==> src/rtl/mem_pkg.sv <==
// mem_pkg: shared definitions for the load/store sequencer.
//   op_t    : request opcode encoding seen on the op port
//   state_t : sequencer FSM state encoding (also visible on dbg_state)
//   is_load / is_subword / misaligned : opcode classification helpers
package mem_pkg;

  typedef enum logic [2:0] {
    OP_LW  = 3'b000,
    OP_LH  = 3'b001,
    OP_LHU = 3'b010,
    OP_LB  = 3'b011,
    OP_LBU = 3'b100,
    OP_SW  = 3'b101,
    OP_SH  = 3'b110,
    OP_SB  = 3'b111
  } op_t;

  typedef enum logic [2:0] {
    S_IDLE   = 3'd0,
    S_LOAD   = 3'd1,
    S_STORE  = 3'd2,
    S_RMW_RD = 3'd3,
    S_RMW_WR = 3'd4,
    S_DONE   = 3'd5
  } state_t;

  function automatic logic is_load(input op_t op);
    return (op == OP_LW) || (op == OP_LH) || (op == OP_LHU) ||
           (op == OP_LB) || (op == OP_LBU);
  endfunction

  function automatic logic is_subword(input op_t op);
    return (op == OP_SH) || (op == OP_SB);
  endfunction

  // Words need a 4-byte aligned address, halfwords a 2-byte aligned one;
  // bytes can never be misaligned.
  function automatic logic misaligned(input op_t op, input logic [1:0] lsb);
    logic m;
    m = 1'b0;
    case (op)
      OP_LW, OP_SW:         m = (lsb != 2'b00);
      OP_LH, OP_LHU, OP_SH: m = lsb[0];
      default:              m = 1'b0;
    endcase
    return m;
  endfunction

endpackage

==> src/rtl/store_merge.sv <==
// store_merge: combinational merge of a store operand into a memory word.
// Memory is big-endian and the word starts at the access address, so the
// addressed halfword/byte always sits in the top bits of the word.
//   buf_word   : word previously read from memory (merge buffer)
//   store_data : store operand (SH uses [15:0], SB uses [7:0])
//   op         : store opcode; SW passes store_data through whole
//   merged     : word to write back
module store_merge
  import mem_pkg::*;
(
  input  logic [31:0] buf_word,
  input  logic [31:0] store_data,
  input  op_t         op,
  output logic [31:0] merged
);

  always_comb begin
    merged = buf_word;
    case (op)
      OP_SW:   merged = store_data;
      OP_SH:   merged[31:16] = store_data[15:0];
      OP_SB:   merged[31:24] = store_data[7:0];
      default: merged = buf_word;
    endcase
  end

endmodule

==> src/rtl/mem_access_unit.sv <==
// mem_access_unit: one-at-a-time load/store sequencer in front of a
// word-only, byte-addressed, big-endian memory. Sub-word stores are done
// as read-modify-write; misaligned requests finish with err and never
// reach memory.
// Ports:
//   clk, rst (sync, active-low)
//   req/op/address/storeData : request, sampled only while ready=1
//   ready, done, err, loadData : status and extended load result
//   memRead/memWrite/memAddress/memWriteData/memReadData : memory side
//   dbg_state : current FSM state (state_t encoding)
// Handshake: a request is taken on a rising edge where req=1 and ready=1;
// it completes with a single-cycle done pulse (err qualified by done), and
// ready is low from the accepting edge until the cycle after done.
module mem_access_unit
  import mem_pkg::*;
#(
  parameter int ADDR_W = 32
) (
  input  logic              clk,
  input  logic              rst,
  input  logic              req,
  input  logic [2:0]        op,
  input  logic [ADDR_W-1:0] address,
  input  logic [31:0]       storeData,
  output logic              ready,
  output logic              done,
  output logic              err,
  output logic [31:0]       loadData,
  output logic              memRead,
  output logic              memWrite,
  output logic [31:0]       memAddress,
  output logic [31:0]       memWriteData,
  input  logic [31:0]       memReadData,
  output logic [2:0]        dbg_state
);

  state_t            state_q, state_d;
  op_t               op_q;
  op_t               op_in;
  logic [ADDR_W-1:0] addr_q;
  logic [31:0]       sdata_q;
  logic [31:0]       buf_q;
  logic [31:0]       load_q;
  logic              err_q;
  logic              mis_in;
  logic [31:0]       load_ext;
  logic [31:0]       merged;

  assign op_in  = op_t'(op);
  assign mis_in = misaligned(op_in, address[1:0]);

  // Next-state logic
  always_comb begin
    state_d = state_q;
    case (state_q)
      S_IDLE: begin
        if (req) begin
          if (mis_in)                 state_d = S_DONE;
          else if (is_load(op_in))    state_d = S_LOAD;
          else if (is_subword(op_in)) state_d = S_RMW_RD;
          else                        state_d = S_STORE;
        end
      end
      S_LOAD, S_STORE, S_RMW_WR: state_d = S_DONE;
      S_RMW_RD:                  state_d = S_RMW_WR;
      S_DONE:                    state_d = S_IDLE;
      default:                   state_d = S_IDLE;
    endcase
  end

  // Load extension: the addressed halfword/byte is in the top of the word.
  always_comb begin
    load_ext = memReadData;
    case (op_q)
      OP_LH:   load_ext = {{16{memReadData[31]}}, memReadData[31:16]};
      OP_LHU:  load_ext = {16'h0, memReadData[31:16]};
      OP_LB:   load_ext = {{24{memReadData[31]}}, memReadData[31:24]};
      OP_LBU:  load_ext = {24'h0, memReadData[31:24]};
      default: load_ext = memReadData;
    endcase
  end

  store_merge u_merge (
    .buf_word   (buf_q),
    .store_data (sdata_q),
    .op         (op_q),
    .merged     (merged)
  );

  always_ff @(posedge clk) begin
    if (!rst) begin
      state_q <= S_IDLE;
      op_q    <= OP_LW;
      addr_q  <= '0;
      sdata_q <= '0;
      buf_q   <= '0;
      load_q  <= '0;
      err_q   <= 1'b0;
    end else begin
      state_q <= state_d;
      case (state_q)
        S_IDLE: begin
          if (req) begin
            op_q    <= op_in;
            addr_q  <= address;
            sdata_q <= storeData;
            err_q   <= mis_in;
          end
        end
        S_LOAD:   load_q <= load_ext;
        S_RMW_RD: buf_q  <= memReadData;
        S_DONE:   err_q  <= 1'b0;
        default:  ;
      endcase
    end
  end

  // Moore outputs; memWrite is additionally gated by rst so a reset
  // arriving during a write cycle kills that write immediately.
  always_comb begin
    ready        = (state_q == S_IDLE);
    done         = (state_q == S_DONE);
    err          = (state_q == S_DONE) && err_q;
    loadData     = load_q;
    memRead      = (state_q == S_LOAD) || (state_q == S_RMW_RD);
    memWrite     = ((state_q == S_STORE) || (state_q == S_RMW_WR)) && rst;
    memAddress   = (state_q == S_IDLE) ? 32'h0 : 32'(addr_q);
    memWriteData = ((state_q == S_STORE) || (state_q == S_RMW_WR)) ? merged : 32'h0;
    dbg_state    = state_q;
  end

endmodule
==> config.mk <==
export PLATFORM = sky130hd
export DESIGN_NAME = mem_access_unit
export DESIGN_NICKNAME = d
export VERILOG_FILES = /design/src/rtl/mem_pkg.sv /design/src/rtl/store_merge.sv /design/src/rtl/mem_access_unit.sv
export SDC_FILE = /design/constraint.sdc
export NUM_CORES = 1
export LEC_CHECK = 0
export ABC_AREA = 1
export CAP_MARGIN = 20
export CORE_UTILIZATION = 33
export CTS_CLUSTER_SIZE = 30
export DETAILED_ROUTE_END_ITERATION = 12
export SLEW_MARGIN = 0
export SYNTH_ARGS = -nofsm -noshare
export SYNTH_HDL_FRONTEND = slang
export SYNTH_SLANG_ARGS = --single-unit
==> constraint.sdc <==
create_clock -name clk -period 2.1 [get_ports clk]
set_input_delay 0.42 -clock clk [delete_from_list [all_inputs] [get_ports clk]]
set_output_delay 0.42 -clock clk [all_outputs]
set_load 0.03 [all_outputs]
==> impl_metrics.yaml <==
synthesis:
  synth_fp_nets: 951
  yosys.area.top_type: "dfxtp_1"
  synth_most_common_cell: "nor2_1"
  synth-main-ff-cell: "dfxtp_1"
  synthesis.area_sq_um: 6082
  yosys_register_bits: 135
  synth_area_leaders: "dfxtp_1, o21ai_0, a21oi_1, nor2_1, inv_1"
  avgSynthCellArea_sq_um: 7.164
  synthArstFlopShare_pct: 0
  synth_top_area_share_pct: 44.44
  synth_fa_ha_area_share_pct: 0
  synth_top_family_by_area: "compound AO/OA/AOI/OAI gates"
  muxShareOfSynthArea_pct: 0
  synth_compound_area_share_pct: 27.57
  yosys_warnings: 0
  synth_simple_gate_area_share_pct: 16.68
  synth.distinct_cells: 30
  seq_area_frac_synth_pct: 44.44
  synth_edf_count: 0
  syn_inst: 849
  synthTopCellsByCount: "nor2_1, o21ai_0, dfxtp_1, a21oi_1, inv_1"
  synth_xor_area_share_pct: 0
detailed_routing:
  drt-wirelength-per-cell_microns: 16.16
  drt.antenna.violating_nets: 0
  via_count: 6412
  first_iter_violations: 374
  wl_microns: 21030
  dr.pass1.iters: 4
  via_per_inst: 4.929
  drc: 0
critical_path:
  crit_type: "flop to output port"
  cp-end-kind: "output port"
  worst-endpoint-arrival_ns: 1.77
  worstPathRequired_ns: 1.68
  crit_path_top_delay_cell: "dfxtp_4"
  r2r_setup_slack_ns: 0.33
  critical-path-top-delay-family: "buffers and inverters"
  crit_chain: "inv_4 > nand3_4 > clkinvlp_4 > buf_12 > o21ai_2 > a21oi_2 > buf_6"
  crit_cells: 7
  critPathMaxFanout: 25
  start_kind: "flop"
  critPathMaxStageDelay_ns: 0.37
  timing.rr.start: "op_q[2]"
  timing.critical_path.from: "op_q[1]"
  cp_num_buf_inv: 4
  r2r-end: "loadData[17]"
  r2r_cells: 7
layout:
  nNetsFinal: 1161
  drive_above_1_share_pct: 21.92
  final_cells: 1301
  syn_to_final_growth_pct: 59.97
  postLayoutCoreUtil_pct: 53.98
  n_antenna_cell: 0
  stdcell_area_sq_um: 9729
die:
  start_util_pct: 33.74
  fp.dieH_microns: 137.8
  coreArea_sq_um: 18020
  die_w_microns: 137.8
  ios: 206
  die_area_sq_um: 18980
  row_count: 49
flow_run:
  max_cap_viol_count: 0
clock_tree:
  cts_max_level: 4
  root_buffer: "clkbuf_16"
  clk_latency_ns: 0.42
  numCtsBuffers: 17
  clockBufferDepth: 2
  cts_tree: "done"
  clock-sinks: 135
  clk_pin_slew_ns: 0.06
pwr:
  max-vdd-ir-drop_mv: 0.6032
  power_leakage_nw: 3.855
  power.density_nw_per_um2: 972.9
sta:
  hold_viol_final: 0
  report.final.slew_viol_count: 0
  finalCritPeriodShare_pct: 104.1
  relSlewSlack_pct: 53.44
  setup_viol: 27
  worst_hold_slack_ns: 0.3478
  fin_ws_ns: -0.08700
  clock-skew-final_ns: 0.01156
  period_needed_ns: 2.187
  tightestPinTransition_ns: 0.6977
  grt_setup_unrepaired: "yes"
  max_freq_mhz: 457.2
placed_design:
  hpwlAfterDp_microns: 14370
  dp_worst_setup_slack_ns: 0.04549
  io_buffers: 205
  place_inst: 1246
  place_congestion: 0.8288
  placed_cell_area_sq_um: 8506
worst_hold_path:
  hold_start: "rst"
  min_path_type: "input pin to flop"
  min_path_cells: 3
  holdPathEnd: "addr_q[8]"
global_routing:
  gr-total-overflow: 0
  grt_max_degree: 69
  grt_pass1_wl_microns: 31580
  first_global_vias: 5922
  grtUsageTotal_pct: 21.88
  antenna_found_initial: 0
run_status:
  status: "finished with violations"
  violations: "setup timing"
## worst max-delay path by stage
stage	to	slack (ns)
floorplan	memAddress[22]	-0.06
global placement	err	0.08
detailed placement	memAddress[7]	0.05
CTS	memWriteData[24]	-0.1
global route	memWriteData[14]	-0.18
finish	memWriteData[13]	-0.09
## through the flow
stage,setup TNS [ns],power (mW)
3_3_place_gp,0,6.325
5_1_grt,-3.783,9.953
3_5_place_dp,0,6.346
2_1_floorplan,-0.5266,5.118
4_1_cts,-0.7777,9.445
6_report,-1.213,9.466
## cell usage in the layout, fill, tap and decap left out, types with 2 or more instances in the layout
master           count
clkdlybuf4s50_1    134
o21ai_0            130
dfxtp_1            129
nor2_1             122
a21oi_1            112
inv_1               91
nand3_1             50
buf_4               30
buf_6               27
a21oi_2             24
o21ai_2             22
buf_12              20
clkbuf_16           18
nor2_2              15
clkdlybuf4s15_1     15
nand2_1             14
clkbuf_2            12
nor2_4               9
o21ai_1              9
o22ai_1              9
nand4_1              9
dlygate4sd2_1        8
inv_6                5
o22ai_2              5
dfxtp_4              5
inv_2                4
o21ai_4              4
clkinvlp_4           4
clkinv_4             4
inv_8                4
inv_4                3
nand2_4              3
buf_8                3
o22ai_4              2
nand2_2              2
a21oi_4              2
## flip-flops by register name, summed over array words and instances (netlist names)
| register | cells |
|---|---|
| op_q | 3 |
| sdata_q | 32 |
| err_q | 1 |
| loadData | 32 |
| dbg_state | 3 |
| buf_q | 32 |
| addr_q | 32 |
## metal layers
layer | routed length [microns] | global-route usage, % | up-vias
met5 | 0 | 0 | -
met4 | 310 | 8.394 | 0
met3 | 1347 | 4.709 | 21
met2 | 9526 | 33.42 | 200
met1 | 9841 | 29.89 | 2944
li1 | - | - | 3247
## what timing repair did
item / in CTS / in global routing
setup endpoints to repair: 69 / 66
resized for setup: 134 / 81
cloned: 5 / 1
hold endpoints to repair: 0 / 0
buffers inserted: 13 / 4
hold buffers: 0 / 0
pin swaps: 10 / 18
## power by group
part           total [mW]  switching, mW  internal (mW)
Clock                2.94           1.26           1.68
Combinational        3.36           2.09           1.27
Sequential           3.17          0.184           2.98
## worst reg2reg max path, cell delays in order, from the launching register on
cell and delay, ns:
dfxtp_4 0.39, buf_8 0.11, buf_4 0.13, buf_4 0.17
nor2_1 0.07, buf_4 0.14, a21oi_4 0.48, a21oi_1 0.14
## area by class of cell
type	count	area (sq um)
fillers	1732	8295
multi-input cells	551	3069
flip-flops and latches	135	2723
repair buffers	252	2661
clock buffers	17	425.4
inverters	100	391.6
well taps	229	286.5
clock inverters	15	157.7
repair inverters	2	15.01
## cells by family after synthesis
kind of cell | after synthesis
AOI/OAI and AO/OA | 320
and+or+nand+nor | 231
buffers and inverters | 163
DFF | 135
Note: power is estimated with default switching activity, not from simulation.
